`config.mk`:
```
export PLATFORM = sky130hd
export DESIGN_NAME = pipelined_addsub_flat
export DESIGN_NICKNAME = d
export VERILOG_FILES = /design/src/rtl/pipelined_addsub_if.sv /design/src/rtl/pipelined_addsub.sv /design/src/flat_wrapper.sv
export SDC_FILE = /design/constraint.sdc
export NUM_CORES = 1
export LEC_CHECK = 0
export CAP_MARGIN = 10
export CORE_MARGIN = 2
export CORE_UTILIZATION = 45
export DETAILED_ROUTE_END_ITERATION = 7
export PLACE_DENSITY = 0.67
export SYNTH_ARGS = -nofsm -noshare
export SYNTH_HDL_FRONTEND = slang
export SYNTH_SLANG_ARGS = --single-unit
```
`constraint.sdc`:
```
create_clock -name clk -period 3.2 [get_ports clk]
set_clock_uncertainty 0.15 [all_clocks]
set_input_delay 0.96 -clock clk [delete_from_list [all_inputs] [get_ports clk]]
set_output_delay 0.96 -clock clk [all_outputs]
set_load 0.005 [all_outputs]
```
`src/rtl/pipelined_addsub_if.sv`:
```
// pipelined_addsub_if: stream bundle for the pipelined adder/subtractor.
//   Operand side : in_valid, in_ready, a, b, cin, sub
//   Result side  : out_valid, out_ready, sum, cout, ovf
//   master : the producer/consumer environment around the block
//   slave  : the arithmetic block itself
interface pipelined_addsub_if #(
    parameter int WIDTH = 16
);
    logic             in_valid;
    logic             in_ready;
    logic [WIDTH-1:0] a;
    logic [WIDTH-1:0] b;
    logic             cin;
    logic             sub;
    logic             out_valid;
    logic             out_ready;
    logic [WIDTH-1:0] sum;
    logic             cout;
    logic             ovf;

    modport master (
        output in_valid, a, b, cin, sub, out_ready,
        input  in_ready, out_valid, sum, cout, ovf
    );

    modport slave (
        input  in_valid, a, b, cin, sub, out_ready,
        output in_ready, out_valid, sum, cout, ovf
    );
endinterface

```
`src/rtl/pipelined_addsub.sv`:
```
// pipelined_addsub: WIDTH-bit adder/subtractor whose carry chain is cut into
// STAGES registered segments of WIDTH/STAGES bits each.
//   sub=0 : {cout,sum} = a + b + cin
//   sub=1 : {cout,sum} = a + ~b + ~cin  (a - b - cin, cout=1 means no borrow)
//   ovf   : signed overflow (carry into MSB xor carry out of MSB)
// Ports:
//   clk   : rising-edge clock
//   reset : asynchronous, active-low reset
//   bus   : pipelined_addsub_if.slave stream bundle (operands in, result out)
// One result per cycle, latency STAGES cycles; a stalled output freezes the
// whole pipeline and deasserts in_ready.
module pipelined_addsub #(
    parameter int WIDTH  = 16,
    parameter int STAGES = 4
) (
    input  logic                clk,
    input  logic                reset,
    pipelined_addsub_if.slave   bus
);
    localparam int SEG = WIDTH / STAGES;

    typedef logic [WIDTH-1:0] word_t;
    typedef logic [SEG-1:0]   seg_t;
    typedef logic [SEG+1:0]   segres_t;   // {ovf, cout, sum}

    // One segment of the carry chain. Overflow is only meaningful for the
    // segment holding the MSB.
    function automatic segres_t seg_add(input seg_t x, input seg_t y, input logic c);
        logic [SEG:0] t;
        logic         c_msb;
        t     = {1'b0, x} + {1'b0, y} + {{SEG{1'b0}}, c};
        c_msb = x[SEG-1] ^ y[SEG-1] ^ t[SEG-1];
        return {t[SEG] ^ c_msb, t};
    endfunction

    // The accumulator word rotates right by one segment per stage: the
    // consumed operand-A segment leaves at the bottom and its sum segment
    // enters at the top. After STAGES rotations every sum segment sits at its
    // natural bit position, which realises both the input skew and the
    // output de-skew in a single register per stage.
    function automatic word_t rotate_in(input word_t acc, input seg_t s);
        return (acc >> SEG) | (WIDTH'(s) << (WIDTH - SEG));
    endfunction

    logic    vld_q [STAGES];
    word_t   acc_q [STAGES];
    word_t   b_q   [STAGES];
    logic    c_q   [STAGES];
    logic    ovf_q;

    logic    vld_in [STAGES];
    word_t   acc_in [STAGES];
    word_t   b_in   [STAGES];
    logic    c_in   [STAGES];
    segres_t res    [STAGES];
    word_t   acc_d  [STAGES];
    word_t   b_d    [STAGES];
    logic    c_d    [STAGES];
    logic    ovf_d;
    logic    stall;

    assign stall         = vld_q[STAGES-1] & ~bus.out_ready;
    assign bus.in_ready  = ~stall;
    assign bus.out_valid = vld_q[STAGES-1];
    assign bus.sum       = acc_q[STAGES-1];
    assign bus.cout      = c_q[STAGES-1];
    assign bus.ovf       = ovf_q;

    always_comb begin
        // Subtraction folds into addition by inverting B and the borrow-in.
        vld_in[0] = bus.in_valid & ~stall;
        acc_in[0] = bus.a;
        b_in[0]   = bus.sub ? ~bus.b : bus.b;
        c_in[0]   = bus.sub ? ~bus.cin : bus.cin;
        for (int s = 1; s < STAGES; s++) begin
            vld_in[s] = vld_q[s-1];
            acc_in[s] = acc_q[s-1];
            b_in[s]   = b_q[s-1];
            c_in[s]   = c_q[s-1];
        end
        for (int s = 0; s < STAGES; s++) begin
            res[s]   = seg_add(acc_in[s][SEG-1:0], b_in[s][SEG-1:0], c_in[s]);
            acc_d[s] = rotate_in(acc_in[s], res[s][SEG-1:0]);
            b_d[s]   = b_in[s] >> SEG;
            c_d[s]   = res[s][SEG];
        end
        ovf_d = res[STAGES-1][SEG+1];
    end

    always_ff @(posedge clk or negedge reset) begin
        if (!reset) begin
            for (int s = 0; s < STAGES; s++) begin
                vld_q[s] <= 1'b0;
                acc_q[s] <= '0;
                b_q[s]   <= '0;
                c_q[s]   <= 1'b0;
            end
            ovf_q <= 1'b0;
        end else if (!stall) begin
            for (int s = 0; s < STAGES; s++) begin
                vld_q[s] <= vld_in[s];
                acc_q[s] <= acc_d[s];
                b_q[s]   <= b_d[s];
                c_q[s]   <= c_d[s];
            end
            ovf_q <= ovf_d;
        end
    end
endmodule

```
`src/flat_wrapper.sv`:
```
// flat-port wrapper written by rule: the top's interface ports become plain ports
module pipelined_addsub_flat 
#(
    parameter int WIDTH  = 16,
    parameter int STAGES = 4
)
  (clk, reset, bus_in_valid, bus_a, bus_b, bus_cin, bus_sub, bus_out_ready, bus_in_ready, bus_out_valid, bus_sum, bus_cout, bus_ovf);
  pipelined_addsub_if #(.WIDTH(WIDTH)) bus_i ();
  input  logic clk;
  input  logic reset;
  input wire logic [$bits(bus_i.in_valid)-1:0] bus_in_valid;
  input wire logic [$bits(bus_i.a)-1:0] bus_a;
  input wire logic [$bits(bus_i.b)-1:0] bus_b;
  input wire logic [$bits(bus_i.cin)-1:0] bus_cin;
  input wire logic [$bits(bus_i.sub)-1:0] bus_sub;
  input wire logic [$bits(bus_i.out_ready)-1:0] bus_out_ready;
  output wire logic [$bits(bus_i.in_ready)-1:0] bus_in_ready;
  output wire logic [$bits(bus_i.out_valid)-1:0] bus_out_valid;
  output wire logic [$bits(bus_i.sum)-1:0] bus_sum;
  output wire logic [$bits(bus_i.cout)-1:0] bus_cout;
  output wire logic [$bits(bus_i.ovf)-1:0] bus_ovf;
  assign bus_i.in_valid = bus_in_valid;
  assign bus_i.a = bus_a;
  assign bus_i.b = bus_b;
  assign bus_i.cin = bus_cin;
  assign bus_i.sub = bus_sub;
  assign bus_i.out_ready = bus_out_ready;
  assign bus_in_ready = bus_i.in_ready;
  assign bus_out_valid = bus_i.out_valid;
  assign bus_sum = bus_i.sum;
  assign bus_cout = bus_i.cout;
  assign bus_ovf = bus_i.ovf;
  pipelined_addsub #(.WIDTH(WIDTH), .STAGES(STAGES)) u_core (.clk(clk), .reset(reset), .bus(bus_i));
endmodule
```
==> out/qor.txt, run 1 <==
Mapped Avg Cell Area -> 9.42 µm²
Detail Placement HPWL -> 5.07 mm
Antenna violations before repair -> 0
CP endpoint kind -> primary output
Core ar. -> 9240 µm²
Syn Nets -> 512
Hold Path Class -> reg -> reg
Io pins -> 58
WL/cell -> 12.0 µm
Final hold vios -> 0
Final nets -> 563
FF+latch count, synth -> 97
Cells after Synth -> 454
Crit path kind -> in -> out
Die Wd -> 102 µm
Endpoints failing setup -> 0
CP Data Arrival Time -> 1.85 ns
Fin Setup TNS -> 0 ns
Clk Latency, worst-skew pair -> 0.35 ns
Gr ovfl total -> 0
CP max-delay cell -> clkdlybuf4s50_1
Clock Tree Root -> clkbuf_8
Max Freq -> 337 MHz
Net switching power -> 1.57 mW
Initial cell density of the core -> 0.463
Area delta synth->final -> 21.7%
CP max stage delay -> 0.44 ns
Sequential power share -> 0.429
Vias -> 2935
Routability Congestion -> 0.769
Ys Warns -> 0
Fin crit period -> 2.96 ns
Fin. max-slew vios -> 0
CP required -> 2.09 ns
Antenna diode count -> 0
ANT nets after route -> 0
Lkg Pwr -> 2.57 nW
First-pass detailed-route iteration total -> 6
Postcts setup bufs -> 0
Net Sw Frac -> 0.326
Clk pwr share -> 0.224
Global Route Usage Sum -> 0.166
RSZ-0062 raised after global routing -> no
Post-synthesis cell type count -> 24
Maximum fanout along the worst path -> 2
Vias in the first global route -> 3032
P_int -> 3.24 mW
Residual DRC count -> 0
Seq/Total Area, Yosys -> 0.567
Worst-Margin Slew -> 0.951 ns
Combinational fraction of design power -> 0.347
CTS buffer count -> 9
Max IR drop VDD -> 0.343 mV
Die ar. -> 10300 µm²
Pwr dens -> 924 nW/µm²
# clock sinks -> 97
Die H -> 102 µm
Synth Cell Area -> 4280 µm²
Cell row count -> 35
First-pass GRT wire length -> 13.4 mm
Via density -> 4.60
Layout cell share with drive strength beyond 1 -> 0.0511
Routed WL -> 7.66 mm
Run status -> complete, no violations
Pin count of the biggest net entering global routing -> 101
Final critical-path share of the clock period -> 0.926
CP delay by family, top -> buffers and inverters
CP cell instances -> clkdlybuf4s50_1 > nor2b_4 > inv_2 > dlygate4sd2_1
CTS max path bufs -> 2
Max_cap viols -> 0
Post-route setup slack -> 0.236 ns
CP Launch Type -> input port
Iter 0 DRT Violations -> 160
Htree depth -> 3
Worst Path Buf+Inv -> 3
Clock slew at reported path FFs -> 0.09 ns
Slew margin rel. -> 0.366
PortBufs -> 57
CTS tree -> yes
Dpl ws -> -0.0894 ns
==> power by group through the flow <==
stage | clock (mW) | combinational (mW) | sequential [mW]
2_1_floorplan | 0 | 1.16 | 2.04
3_3_place_gp | 0 | 1.65 | 2.07
3_5_place_dp | 0 | 1.69 | 2.09
4_1_cts | 1.10 | 1.70 | 2.07
5_1_grt | 1.14 | 1.96 | 2.14
6_report | 1.08 | 1.67 | 2.06
==> layout make-up <==
cell class / count / area [µm²]
Fill cell: 866 / 4030
Sequential cell: 97 / 2430
Multi-Input combinational cell: 323 / 1670
Timing Repair Buffer: 63 / 624
Tap cell: 129 / 161
Clock inverter: 6 / 155
Clock buffer: 9 / 124
Inverter: 11 / 41.3
==> state kept, by name, summed over array words and instances (netlist names) <==
signal	count
u_core.bus.sum	16
u_core.c_in	3
u_core.acc_in	48
u_core.b_in	12
u_core.bus.cout	1
u_core.vld_in	3
u_core.b_d	12
u_core.bus.ovf	1
u_core.bus.out_valid	1
==> cells in the mapped netlist, drive strengths merged <==
cell / instances / area (µm²)
nand2: 215 / 807
dfrtp: 97 / 2430
o21ai: 26 / 130
buf: 21 / 128
a21oi: 14 / 77.6
xnor2: 13 / 114
ha: 12 / 150
inv: 11 / 41.3
nor2: 11 / 41.3
xor2: 11 / 96.3
fa: 8 / 160
a21o: 5 / 37.5
nor2b: 4 / 32.5
clkbuf: 2 / 7.51
a211oi: 1 / 7.51
nand2b: 1 / 6.26
nor3: 1 / 5.00
nor4b: 1 / 8.76
==> worst reg2reg max path: cells and delay by family, from the launching register on <==
family	cells	cell delay, ns
AOI/OAI and AO/OA	3	0.45
xor gates and xnor gates	1	0.14
adders and majority gates	2	0.89
DFF	1	0.41
==> metal layers <==
layer / GRT usage / wire [µm] / vias up / part of all wire
li1: - / - / 1509 / -
met1: 0.215 / 3650 / 1367 / 0.48
met2: 0.274 / 3630 / 50 / 0.47
met3: 0.0317 / 249 / 9 / 0.033
met4: 0.0676 / 131 / 0 / 0.017
met5: 0 / 0 / - / 0
==> final timing paths <==
kind / from / end / slack, ns / cells after the start
setup / recovery: bus_out_ready / bus_in_ready / 0.24 / 4
hold / removal: u_core.bus.sum[4] / u_core.bus.sum[4] / 0.32 / 2
setup reg to reg: u_core.c_in[0] / u_core.bus.ovf / 1.02 / 6
hold reg to reg: u_core.bus.sum[4] / u_core.bus.sum[4] / 0.32 / 2
max in group asynchronous: reset / u_core.bus.sum[13] / 1.74 / 2
min in group asynchronous: reset / u_core.acc_in[34] / 0.46 / 1
==> kinds of logic after synthesis <==
logic type      after synthesis  share of synthesized area
compound gates               46                     0.0591
simple gates                233                      0.211
xor+xnor                     24                     0.0491
fa+ha+maj                    20                     0.0725
flops                        97                      0.567
buf+inv                      34                     0.0412
==> cells in the final DEF, fill, tap and decap left out, types with 3 or more instances in the layout <==
cell type	instances
nor2b_1	3
inv_1	10
dfrtp_1	97
o21ai_0	24
bufinv_16	5
clkdlybuf4s50_1	55
fa_1	8
nor2_1	11
nand2_1	215
buf_4	6
clkbuf_8	9
a21oi_1	12
xnor2_1	13
xor2_1	11
ha_1	12
a21o_1	5
==> through the flow <==
| step | power, mW | utilization | cell area (µm²) | cells | hold slack (ns) |
|---|---|---|---|---|---|
| 6_report | 4.81 | 0.564 | 5210 | 638 | 0.320 |
| 5_1_grt | 5.24 | 0.564 | 5210 | 638 | 0.348 |
| 4_1_cts | 4.87 | 0.564 | 5210 | 638 | 0.325 |
| 3_5_place_dp | 3.78 | 0.534 | 4930 | 623 | 0.304 |
| 3_3_place_gp | 3.72 | 0.534 | 4930 | 623 | 0.290 |
| 2_1_floorplan | 3.21 | - | 4280 | 454 | 0.280 |
==> timing repair <==
action | 4_1_cts | 5_1_grt
gates resized for setup | 1 | 0
hold buffers | 0 | 0
endpoints found under the setup margin | 1 | 0
Power figures use the tool's default switching activity.
==> run 2, diff against run 1 <==
- SLEW_MARGIN: default -> 20
==> results of run 2 <==
No change in the layout: final DEF, timing and power equal those of run 1.
==> run 3, diff against run 2 <==
- HOLD_SLACK_MARGIN: default -> 0.08
- clock period: 3.2 -> 3 ns (I/O delays scaled with it)
==> out/qor.txt, run 3 (synthesis results as in run 1) <==
Die ar. -> 10300 µm²
CTS tree -> yes
Core ar. -> 9240 µm²
Pwr dens -> 944 nW/µm²
Pin count of the biggest net entering global routing -> 101
Crit path top cell by count -> xor2_1
PortBufs -> 57
Gr ovfl total -> 0
Via density -> 4.59
Fillcell total -> 845
Vias in the first global route -> 3023
Antenna violations before repair -> 0
DP Cell Count -> 623
Htree depth -> 3
Final cell count without fillers -> 639
Commonest non-fill, non-tap cell in the layout -> nand2_1
Endpoints failing setup -> 0
Layout Cell Area excl Fill -> 5130 µm²
WL/cell -> 11.9 µm
Dpl ws -> -0.229 ns
Layout cell share with drive strength beyond 1 -> 0.0529
Crit path kind -> in -> reg
Fin Setup TNS -> 0 ns
Hold Worst Slack -> 0.314 ns
Routed WL -> 7.60 mm
Run status -> complete, no violations
Fin. max-slew vios -> 0
Worst-Margin Slew -> 0.953 ns
CP endpoint kind -> register
CTS buffer count -> 9
Maximum fanout along the worst path -> 15
CP max-delay cell -> clkdlybuf4s50_1
Cell row count -> 35
Hold Path Class -> in -> async
CTS max path bufs -> 2
Initial cell density of the core -> 0.463
CP Launch Type -> input port
Max reg flops -> 48
Global Route Usage Sum -> 0.164
Commonest non-fill, non-tap cells in the layout -> 215 x nand2_1, 97 x dfrtp_1, 55 x clkdlybuf4s50_1, 24 x o21ai_0, 13 x xnor2_1
CTS Hold Bufs -> 0
Post-Place Cell Area -> 4930 µm²
# clock sinks -> 97
Max_cap viols -> 0
Final critical-path share of the clock period -> 0.945
Clock slew at reported path FFs -> 0.09 ns
Die Wd -> 102 µm
Lkg Pwr -> 2.52 nW
Iter 0 DRT Violations -> 132
Critical R2R Launch -> u_core.c_in[0]
Reg2Reg Setup Slack -> 0.83 ns
Io pins -> 58
Detail Placement HPWL -> 5.09 mm
Multi-input combinational cell area -> 1670 µm²
CP cell instances -> clkdlybuf4s50_1 > buf_4 > xor2_1 > ha_1 > a21o_1 > a21oi_1 > xor2_1 > o21ai_0
ANT nets after route -> 0
Routability Congestion -> 0.747
Die H -> 102 µm
Total Power -> 4.84 mW
CP Data Arrival Time -> 2.88 ns
Clock Tree Root -> clkbuf_8
Fin crit period -> 2.83 ns
First-pass GRT wire length -> 13.3 mm
Residual DRC count -> 0
FF/Latch Area -> 2430 µm²
Max Freq -> 353 MHz
CP max stage delay -> 0.53 ns
Slew margin rel. -> 0.365
Area delta synth->final -> 19.9%
CP required -> 3.04 ns
Max IR drop VDD -> 0.352 mV
Antenna diode count -> 0
Post-route setup slack -> 0.166 ns
First-pass detailed-route iteration total -> 4
Final core utilization -> 0.555
RSZ-0062 raised after global routing -> no
FF-to-FF End -> u_core.bus.ovf
Clk Latency, worst-skew pair -> 0.36 ns
Cells on worst reg2reg path -> 6
Final nets -> 563
Vias -> 2932
Final hold vios -> 0
==> run 3: cell count changes in the layout (fill, tap and decap cells not counted) <==
cell and change:
inv_6 +2, bufinv_16 -4, clkinvlp_4 +4, clkinv_2 -1
==> run 3: layout make-up <==
| type | count | share of cell area |
|---|---|---|
| timing repair buffer | 63 | 0.122 |
| multi-input combinational | 323 | 0.326 |
| clock inverter | 7 | 0.0151 |
| sequential | 97 | 0.473 |
| inverter | 11 | 0.00805 |
| clock buffer | 9 | 0.0241 |
| tap | 129 | 0.0315 |
==> run 3: worst max path at each step <==
stage / from / endpoint / slack (ns) / depth (start not counted)
after floorplan: bus_sub / u_core.c_in[2] / 0.10 / 8
after global placement: bus_sub / u_core.c_in[2] / -0.16 / 7
after detailed placement: bus_sub / u_core.acc_in[47] / -0.23 / 8
after CTS: bus_sub / u_core.acc_in[47] / 0.15 / 8
after global routing: bus_sub / u_core.acc_in[47] / 0.01 / 8
final: bus_sub / u_core.acc_in[47] / 0.17 / 8
==> run 3: worst max-delay path, delay by kind of cell <==
family / cells / cell delay [ns]
AO/OA/AOI/OAI: 3 / 0.40
XOR/XNOR: 2 / 0.45
adder cells (fa/ha/maj): 1 / 0.30
buffers and inverters: 2 / 0.82
==> run 3: metal layers <==
| layer | GRT usage | routed length [µm] | up-vias |
|---|---|---|---|
| li1 | - | - | 1506 |
| met4 | 0.0593 | 96 | 0 |
| met1 | 0.214 | 3680 | 1380 |
| met2 | 0.275 | 3630 | 40 |
| met3 | 0.0297 | 192 | 6 |
| met5 | 0 | 0 | - |
==> run 3: repair_timing <==
item | CTS | global route
resized for setup | 1 | 0
endpoints found under the hold margin | 0 | 0
endpoints found under the setup margin | 1 | 0
setup buffers | 0 | 0
==> run 3: power by group <==
part           internal [mW]  switching, mW
logic                  0.855          0.940
clock network          0.391          0.456
registers               1.89          0.310
total                   3.14           1.71
